[src/rtl/csr_pkg.sv]
// Shared definitions for the CSR execution controller: encodings, CSR map,
// FSM state type and instruction classification helpers.
package csr_pkg;

  localparam int XLEN   = 32;
  localparam int ADDR_W = 12;

  localparam logic [6:0] OPC_SYSTEM = 7'h73;

  // funct3 values that never describe a CSR access
  localparam logic [2:0] F3_PRIV = 3'd0;
  localparam logic [2:0] F3_RSVD = 3'd4;

  // Low two funct3 bits select the operation; bit 2 selects the immediate source
  localparam logic [1:0] CSR_OP_RW = 2'b01;
  localparam logic [1:0] CSR_OP_RS = 2'b10;
  localparam logic [1:0] CSR_OP_RC = 2'b11;

  localparam logic [ADDR_W-1:0] CSR_MSTATUS = 12'h300;
  localparam logic [ADDR_W-1:0] CSR_MTVEC   = 12'h305;
  localparam logic [ADDR_W-1:0] CSR_MEPC    = 12'h341;
  localparam logic [ADDR_W-1:0] CSR_MCAUSE  = 12'h342;

  localparam logic [XLEN-1:0] INST_ECALL = 32'h0000_0073;
  localparam logic [XLEN-1:0] INST_MRET  = 32'h3020_0073;

  typedef enum logic [2:0] {
    ST_IDLE  = 3'd0,
    ST_READ  = 3'd1,
    ST_WRITE = 3'd2,
    ST_TRAP  = 3'd3,
    ST_RESP  = 3'd4
  } csr_state_e;

  typedef enum logic [1:0] {
    OP_CSR     = 2'd0,
    OP_ECALL   = 2'd1,
    OP_MRET    = 2'd2,
    OP_ILLEGAL = 2'd3
  } csr_op_e;

  function automatic logic csr_addr_ok(input logic [ADDR_W-1:0] a);
    return (a == CSR_MSTATUS) || (a == CSR_MTVEC) ||
           (a == CSR_MEPC)    || (a == CSR_MCAUSE);
  endfunction

  // ecall/mret are matched on the full word before any field decode
  function automatic csr_op_e classify_inst(input logic [XLEN-1:0] i);
    csr_op_e k;
    if (i == INST_ECALL) begin
      k = OP_ECALL;
    end else if (i == INST_MRET) begin
      k = OP_MRET;
    end else if ((i[6:0] != OPC_SYSTEM) || (i[14:12] == F3_PRIV) ||
                 (i[14:12] == F3_RSVD) || !csr_addr_ok(i[31:20])) begin
      k = OP_ILLEGAL;
    end else begin
      k = OP_CSR;
    end
    return k;
  endfunction

endpackage

[src/rtl/csr_exec_ctrl_if.sv]
// Bundle of decode-side, CSR-file-side and writeback-side signals of the
// CSR execution controller.
//
// Handshakes: a transfer happens on a rising clk edge where valid and ready
// are both high. Once valid is raised the payload is held stable until that
// edge; ready may be raised or lowered freely and never depends on valid.
interface csr_exec_ctrl_if;
  import csr_pkg::*;

  logic                  in_valid;
  logic                  in_ready;
  logic [XLEN-1:0]       inst;
  logic [XLEN-1:0]       pc;
  logic [XLEN-1:0]       rs1_data;

  logic [ADDR_W-1:0]     csr_addr;
  logic [XLEN-1:0]       csr_wdata;
  logic                  csr_wen;
  logic [XLEN-1:0]       csr_rdata;
  logic                  csr_ecall;
  logic [XLEN-1:0]       csr_pc;
  logic [XLEN-1:0]       csr_mtvec;
  logic [XLEN-1:0]       csr_mepc;

  logic                  out_valid;
  logic                  out_ready;
  logic [4:0]            rd_addr;
  logic [XLEN-1:0]       rd_wdata;
  logic                  rd_wen;
  logic                  redirect_valid;
  logic [XLEN-1:0]       redirect_pc;
  logic                  illegal;

  csr_state_e            dbg_state;

  // Core / CSR-file environment side
  modport master (
    output in_valid, inst, pc, rs1_data, csr_rdata, csr_mtvec, csr_mepc, out_ready,
    input  in_ready, csr_addr, csr_wdata, csr_wen, csr_ecall, csr_pc, out_valid,
           rd_addr, rd_wdata, rd_wen, redirect_valid, redirect_pc, illegal, dbg_state
  );

  // Controller side
  modport slave (
    input  in_valid, inst, pc, rs1_data, csr_rdata, csr_mtvec, csr_mepc, out_ready,
    output in_ready, csr_addr, csr_wdata, csr_wen, csr_ecall, csr_pc, out_valid,
           rd_addr, rd_wdata, rd_wen, redirect_valid, redirect_pc, illegal, dbg_state
  );

endinterface

[src/rtl/csr_alu.sv]
// Read-modify-write datapath: combines the old CSR value with the source
// operand according to funct3 and decides whether the write happens at all.
module csr_alu
  import csr_pkg::*;
(
  input  logic [XLEN-1:0] old_val,
  input  logic [XLEN-1:0] rs1_val,
  input  logic [4:0]      uimm,
  input  logic [2:0]      funct3,
  output logic [XLEN-1:0] wdata,
  output logic            we
);

  logic [XLEN-1:0] src;

  // Pick the operand, then apply write / set / clear; set and clear with a zero rs1 field are reads only
  always_comb begin
    src   = funct3[2] ? {{(XLEN-5){1'b0}}, uimm} : rs1_val;
    wdata = '0;
    we    = 1'b0;
    case (funct3[1:0])
      CSR_OP_RW: begin
        wdata = src;
        we    = 1'b1;
      end
      CSR_OP_RS: begin
        wdata = old_val | src;
        we    = (uimm != 5'd0);
      end
      CSR_OP_RC: begin
        wdata = old_val & ~src;
        we    = (uimm != 5'd0);
      end
      default: begin
        wdata = '0;
        we    = 1'b0;
      end
    endcase
  end

endmodule

[src/rtl/csr_exec_ctrl.sv]
// CSR execution controller: accepts one SYSTEM instruction, sequences the
// CSR read / read-modify-write or the ecall strobe, and returns the rd
// writeback and PC redirect to the core.
module csr_exec_ctrl
  import csr_pkg::*;
(
  input logic            clk,
  input logic            rst,
  csr_exec_ctrl_if.slave bus
);

  csr_state_e        state_q, state_d;
  csr_op_e           kind_q, kind_d;
  csr_op_e           in_kind;
  logic [XLEN-1:7]   inst_q, inst_d;
  logic [XLEN-1:0]   pc_q, pc_d;
  logic [XLEN-1:0]   rs1_q, rs1_d;
  logic [XLEN-1:0]   old_q, old_d;
  logic [XLEN-1:0]   redir_q, redir_d;

  logic [XLEN-1:0]   alu_wdata;
  logic              alu_we;
  logic              in_resp;
  logic              csr_phase;

  csr_alu u_alu (
    .old_val (old_q),
    .rs1_val (rs1_q),
    .uimm    (inst_q[19:15]),
    .funct3  (inst_q[14:12]),
    .wdata   (alu_wdata),
    .we      (alu_we)
  );

  // Next state, operand latching at accept, old value capture and redirect target sampling
  always_comb begin
    state_d = state_q;
    kind_d  = kind_q;
    inst_d  = inst_q;
    pc_d    = pc_q;
    rs1_d   = rs1_q;
    old_d   = old_q;
    redir_d = redir_q;
    in_kind = classify_inst(bus.inst);
    case (state_q)
      ST_IDLE: begin
        if (bus.in_valid) begin
          kind_d  = in_kind;
          inst_d  = bus.inst[XLEN-1:7];
          pc_d    = bus.pc;
          rs1_d   = bus.rs1_data;
          old_d   = '0;
          redir_d = (in_kind == OP_MRET) ? bus.csr_mepc : '0;
          case (in_kind)
            OP_CSR:   state_d = ST_READ;
            OP_ECALL: state_d = ST_TRAP;
            default:  state_d = ST_RESP;
          endcase
        end
      end
      ST_READ: begin
        old_d   = bus.csr_rdata;
        state_d = ST_WRITE;
      end
      ST_WRITE: begin
        state_d = ST_RESP;
      end
      ST_TRAP: begin
        redir_d = bus.csr_mtvec;
        state_d = ST_RESP;
      end
      ST_RESP: begin
        if (bus.out_ready) begin
          state_d = ST_IDLE;
        end
      end
      default: begin
        state_d = ST_IDLE;
      end
    endcase
  end

  // State and latched operands; reset abandons any op in flight
  always_ff @(posedge clk) begin
    if (rst) begin
      state_q <= ST_IDLE;
      kind_q  <= OP_CSR;
      inst_q  <= '0;
      pc_q    <= '0;
      rs1_q   <= '0;
      old_q   <= '0;
      redir_q <= '0;
    end else begin
      state_q <= state_d;
      kind_q  <= kind_d;
      inst_q  <= inst_d;
      pc_q    <= pc_d;
      rs1_q   <= rs1_d;
      old_q   <= old_d;
      redir_q <= redir_d;
    end
  end

  assign in_resp   = (state_q == ST_RESP);
  assign csr_phase = (state_q == ST_READ) || (state_q == ST_WRITE);

  assign bus.in_ready  = (state_q == ST_IDLE);
  assign bus.csr_addr  = csr_phase ? inst_q[31:20] : '0;
  assign bus.csr_wdata = (state_q == ST_WRITE) ? alu_wdata : '0;
  // Strobes are masked by rst so a reset landing on WRITE/TRAP has no side effect
  assign bus.csr_wen   = (state_q == ST_WRITE) && alu_we && !rst;
  assign bus.csr_ecall = (state_q == ST_TRAP) && !rst;
  assign bus.csr_pc    = (state_q == ST_TRAP) ? pc_q : '0;

  // Result fields come straight from flops that do not move while in RESP
  assign bus.out_valid      = in_resp;
  assign bus.rd_addr        = (in_resp && (kind_q == OP_CSR)) ? inst_q[11:7] : '0;
  assign bus.rd_wdata       = in_resp ? old_q : '0;
  assign bus.rd_wen         = in_resp && (kind_q == OP_CSR) && (inst_q[11:7] != 5'd0);
  assign bus.redirect_valid = in_resp && ((kind_q == OP_ECALL) || (kind_q == OP_MRET));
  assign bus.redirect_pc    = in_resp ? redir_q : '0;
  assign bus.illegal        = in_resp && (kind_q == OP_ILLEGAL);

  assign bus.dbg_state = state_q;

endmodule

[src/flat_wrapper.sv]
// flat-port wrapper written by rule: the top's interface ports become plain ports
module csr_exec_ctrl_flat import csr_pkg::*;
  (clk, rst, bus_in_valid, bus_inst, bus_pc, bus_rs1_data, bus_csr_rdata, bus_csr_mtvec, bus_csr_mepc, bus_out_ready, bus_in_ready, bus_csr_addr, bus_csr_wdata, bus_csr_wen, bus_csr_ecall, bus_csr_pc, bus_out_valid, bus_rd_addr, bus_rd_wdata, bus_rd_wen, bus_redirect_valid, bus_redirect_pc, bus_illegal, bus_dbg_state);
  csr_exec_ctrl_if bus_i ();
  input logic clk;
  input logic rst;
  input wire logic [$bits(bus_i.in_valid)-1:0] bus_in_valid;
  input wire logic [$bits(bus_i.inst)-1:0] bus_inst;
  input wire logic [$bits(bus_i.pc)-1:0] bus_pc;
  input wire logic [$bits(bus_i.rs1_data)-1:0] bus_rs1_data;
  input wire logic [$bits(bus_i.csr_rdata)-1:0] bus_csr_rdata;
  input wire logic [$bits(bus_i.csr_mtvec)-1:0] bus_csr_mtvec;
  input wire logic [$bits(bus_i.csr_mepc)-1:0] bus_csr_mepc;
  input wire logic [$bits(bus_i.out_ready)-1:0] bus_out_ready;
  output wire logic [$bits(bus_i.in_ready)-1:0] bus_in_ready;
  output wire logic [$bits(bus_i.csr_addr)-1:0] bus_csr_addr;
  output wire logic [$bits(bus_i.csr_wdata)-1:0] bus_csr_wdata;
  output wire logic [$bits(bus_i.csr_wen)-1:0] bus_csr_wen;
  output wire logic [$bits(bus_i.csr_ecall)-1:0] bus_csr_ecall;
  output wire logic [$bits(bus_i.csr_pc)-1:0] bus_csr_pc;
  output wire logic [$bits(bus_i.out_valid)-1:0] bus_out_valid;
  output wire logic [$bits(bus_i.rd_addr)-1:0] bus_rd_addr;
  output wire logic [$bits(bus_i.rd_wdata)-1:0] bus_rd_wdata;
  output wire logic [$bits(bus_i.rd_wen)-1:0] bus_rd_wen;
  output wire logic [$bits(bus_i.redirect_valid)-1:0] bus_redirect_valid;
  output wire logic [$bits(bus_i.redirect_pc)-1:0] bus_redirect_pc;
  output wire logic [$bits(bus_i.illegal)-1:0] bus_illegal;
  output wire logic [$bits(bus_i.dbg_state)-1:0] bus_dbg_state;
  assign bus_i.in_valid = bus_in_valid;
  assign bus_i.inst = bus_inst;
  assign bus_i.pc = bus_pc;
  assign bus_i.rs1_data = bus_rs1_data;
  assign bus_i.csr_rdata = bus_csr_rdata;
  assign bus_i.csr_mtvec = bus_csr_mtvec;
  assign bus_i.csr_mepc = bus_csr_mepc;
  assign bus_i.out_ready = bus_out_ready;
  assign bus_in_ready = bus_i.in_ready;
  assign bus_csr_addr = bus_i.csr_addr;
  assign bus_csr_wdata = bus_i.csr_wdata;
  assign bus_csr_wen = bus_i.csr_wen;
  assign bus_csr_ecall = bus_i.csr_ecall;
  assign bus_csr_pc = bus_i.csr_pc;
  assign bus_out_valid = bus_i.out_valid;
  assign bus_rd_addr = bus_i.rd_addr;
  assign bus_rd_wdata = bus_i.rd_wdata;
  assign bus_rd_wen = bus_i.rd_wen;
  assign bus_redirect_valid = bus_i.redirect_valid;
  assign bus_redirect_pc = bus_i.redirect_pc;
  assign bus_illegal = bus_i.illegal;
  assign bus_dbg_state = bus_i.dbg_state;
  csr_exec_ctrl u_core (.clk(clk), .rst(rst), .bus(bus_i));
endmodule
[config.mk]
export PLATFORM = sky130hd
export DESIGN_NAME = csr_exec_ctrl_flat
export DESIGN_NICKNAME = d
export VERILOG_FILES = /design/src/rtl/csr_pkg.sv /design/src/rtl/csr_exec_ctrl_if.sv /design/src/rtl/csr_alu.sv /design/src/rtl/csr_exec_ctrl.sv /design/src/flat_wrapper.sv
export SDC_FILE = /design/constraint.sdc
export NUM_CORES = 1
export LEC_CHECK = 0
export CAP_MARGIN = 10
export CORE_ASPECT_RATIO = 1.25
export CORE_MARGIN = 10
export CORE_UTILIZATION = 45
export DETAILED_ROUTE_END_ITERATION = 16
export MAX_ROUTING_LAYER = met4
export PLACE_DENSITY = 0.86
export SYNTH_ARGS = -nofsm -noshare
export SYNTH_HDL_FRONTEND = slang
export SYNTH_HIERARCHICAL = 1
export SYNTH_SLANG_ARGS = --single-unit
[constraint.sdc]
create_clock -name clk -period 4.2 [get_ports clk]
set_clock_uncertainty 0.1 [all_clocks]
set_input_delay 1.26 -clock clk [delete_from_list [all_inputs] [get_ports clk]]
set_output_delay 1.26 -clock clk [all_outputs]
set_load 0.03 [all_outputs]
==> flow_metrics.env <==
export IMPL_status="finished, final reports clean"
export IMPL_crit_path_start_kind="flip-flop"
export IMPL_antenna_found_initial=4
export IMPL_path_class="flip-flop to output pin"
export IMPL_grt_max_degree=159
export IMPL_h_tree_depth=4
export IMPL_synthTopCellsByArea="dfxtp_1 41%, nand2_1 15%, and2_1 8.2%"
export IMPL_slew_violations=0
export IMPL_synth_top_family_by_area="simple AND/OR/NAND/NOR gates"
export IMPL_finalWorstPathRequiredPeriod_ns=3.94
export IMPL_fmaxAchievable_mhz=254
export IMPL_clk_pin_slew_worst_paths_ns=0.06
export IMPL_whs_path_depth=2
export IMPL_synth_fa_ha_area_frac=0.00324
export IMPL_fillerInstances=1392
export IMPL_pwr_density_cell_nw_per_um2=310
export IMPL_detailed_place_area_um2=11200
export IMPL_yosysSeqAreaShare=0.409
export IMPL_cts_max_path_buffers=2
export IMPL_multiInputGateArea_um2=4180
export IMPL_avgSynthCellArea_um2=7.41
export IMPL_grt_overflow=0
export IMPL_synthMuxAreaShare=0.0479
export IMPL_cts_tree="built"
export IMPL_setup_violations=0
export IMPL_initial_core_util=0.459
export IMPL_drc=0
export IMPL_core_area_um2=16800
export IMPL_period_share=0.937
export IMPL_power_mw=3.69
export IMPL_yosys_warnings=6
export IMPL_grt_pass1_wl_um=46000
export IMPL_critPathRequiredTime_ns=2.84
export IMPL_drt_iter0_drc=755
export IMPL_viasPerCell=5.34
export IMPL_area_growth_pct=53.6
export IMPL_synthArstFlopShare=0
export IMPL_clock_sinks=158
export IMPL_cp_end_kind="output pin"
export IMPL_crit_arrival_ns=2.58
export IMPL_die_area_um2=22900
export IMPL_cts_root_buf="clkbuf_16"
export IMPL_min_path_type="flip-flop to flip-flop"
export IMPL_synth_compound_area_frac=0.114
export IMPL_finish_instance_area_um2=11900
export IMPL_synthSimpleGateAreaFrac=0.368
export IMPL_fin_tns_setup_ns=0
export IMPL_max_vdd_ir_drop_v=0.000242
export IMPL_synth_seq_cells=158
export IMPL_regArea_um2=3160
export IMPL_synthesis_area_um2=7730
export IMPL_ff2ff_path_depth=6
export IMPL_grt_setup_unrepaired="false"
export IMPL_worst_pin_slew_ns=1.03
export IMPL_syn_inst=1044
export IMPL_grt_pass1_vias=8280
export IMPL_synth_edf_count=0
export IMPL_row_count=53
export IMPL_synth_main_ff_cell="dfxtp_1"
export IMPL_synthTopCellsByCount="312 x nand2_1, 158 x dfxtp_1, 124 x a21oi_1, 101 x and2_1, 68 x clkbuf_1"
export IMPL_synth_xor_area_frac=0.00469
export IMPL_vias=8416
export IMPL_io_pin_count=351
export IMPL_die_h_um=167
export IMPL_synthesis_nets=1242
export IMPL_yosysTopAreaCell="dfxtp_1"
export IMPL_wire_per_inst_um=19.5
export IMPL_die_width_um=137
export IMPL_port_buffers=350
export IMPL_wirelength_um=30700
export IMPL_relSlewSlack=0.313
export IMPL_clk_insertion_delay_late_ns=0.43
export IMPL_post_cts_buffers=0
export IMPL_yosys_cell_count_top_type="nand2_1"
export IMPL_synth_cell_types=38
export IMPL_first_pass_iters=5
export IMPL_finalNetCount=1537
export IMPL_cap_viol_max_count=0
export IMPL_p_leak_nw=4.51
export IMPL_netlist_area_leader_share=0.409
export IMPL_hold_viol=0
export IMPL_groute_usage_overall=0.264
export IMPL_cts_hold_buf=0
export IMPL_hpwl_um=21400
export IMPL_critPathMaxFanout=32
export IMPL_ant_nets=0
export IMPL_drive_gt1_frac=0.0614
export IMPL_gp_congestion=0.907
export IMPL_cts_resized=0
export IMPL_cts_buffers=17
## per-stage QoR
stage	std cells	hold WS (ns)	utilization	setup WS, ns
global placement	1539	0.337	0.666	0.509
CTS	1571	0.350	0.703	0.279
finish	1576	0.350	0.705	0.263
floorplan	1044	0.332	-	0.624
global route	1576	0.370	0.705	0.145
detailed placement	1539	0.342	0.666	0.507
## power breakdown
group | internal, mW | switching (mW) | leakage [nW]
Clock | 0.972 | 0.647 | 0.293
Sequential | 1.55 | 0.0329 | 1.29
Combinational | 0.249 | 0.231 | 2.93
Total | 2.77 | 0.911 | 4.51
## routing by layer
metal | GRT usage | routed length [µm] | up-vias | part of all wire
li1 | - | - | 4052 | -
met1 | 0.290 | 11800 | 3920 | 0.38
met2 | 0.430 | 15000 | 378 | 0.49
met3 | 0.0734 | 2640 | 66 | 0.086
met4 | 0.123 | 1240 | 0 | 0.040
met5 | - | 0 | - | 0
## worst paths after layout
kind | startpoint | endpoint | slack [ns]
worst min register to register | u_core/pc_q[1]$_SDFFE_PP0P_ | u_core/pc_q[1]$_SDFFE_PP0P_ | 0.35
worst max register to register | u_core/bus.dbg_state[0]$_SDFFE_PP0P_ | u_core/rs1_q[9]$_SDFFE_PP0P_ | 1.81
worst max-delay path | u_core/inst_q[12]$_SDFFE_PP0P_ | bus_csr_wdata[12] | 0.26
worst min-delay path | u_core/pc_q[1]$_SDFFE_PP0P_ | u_core/pc_q[1]$_SDFFE_PP0P_ | 0.35
## logic make-up (layout without fill, tap and decap cells)
family / Yosys count / after routing
AND/OR/NAND/NOR: 588 / 588
AO/OA/AOI/OAI: 164 / 164
flip-flops: 158 / 158
buffers and inverters: 93 / 401
multiplexers: 37 / 37
adder cells (fa/ha/maj): 2 / 2
XOR/XNOR: 2 / 2
other: 0 / 4
## state kept, by name, indices dropped and copies added, names as in the netlist
signal                count
u_core/bus.dbg_state      3
u_core/pc_q              32
u_core/inst_q            25
u_core/old_q             32
u_core/redir_q           32
u_core/rs1_q             32
u_core/kind_q             2
## worst max-delay path, cell delays in order, from the launching register on
cell	delay [ns]
dfxtp_1	0.37
xnor2_4	0.80
mux2i_1	0.18
and2_1	0.19
clkdlybuf4s50_1	0.59
## layout by cell type, fill, tap and decap left out, drive strengths merged, types with 2 or more instances in the layout
| cell type | netlist | routed |
|---|---|---|
| ha | 2 | 2 |
| dfxtp | 158 | 158 |
| and3 | 37 | 37 |
| nand2 | 312 | 312 |
| nor2 | 7 | 7 |
| and2 | 101 | 101 |
| clkinv | 0 | 3 |
| nand2b | 29 | 29 |
| clkbuf | 68 | 20 |
| a31oi | 33 | 33 |
| nand3 | 65 | 65 |
| nand4 | 3 | 3 |
| bufinv | 0 | 3 |
| nor3b | 2 | 2 |
| mux2i | 37 | 37 |
| nor4 | 7 | 7 |
| or3 | 2 | 2 |
| clkinvlp | 0 | 3 |
| nor3 | 5 | 5 |
| nor2b | 15 | 15 |
| diode | 0 | 4 |
| buf | 23 | 39 |
| a211oi | 2 | 2 |
| clkdlybuf4s50 | 0 | 328 |
| xnor2 | 2 | 2 |
| a21oi | 124 | 124 |
| inv | 2 | 5 |
## layout make-up
| type | count | area share |
|---|---|---|
| diodes | 4 | 0.000843 |
| multi-input cells | 793 | 0.352 |
| clock buffers | 20 | 0.0385 |
| well taps | 220 | 0.0232 |
| inverters | 2 | 0.000632 |
| clock inverters | 12 | 0.0133 |
| flip-flops and latches | 158 | 0.266 |
| repair buffers | 367 | 0.305 |
Note: power is estimated with default switching activity, not from simulation.
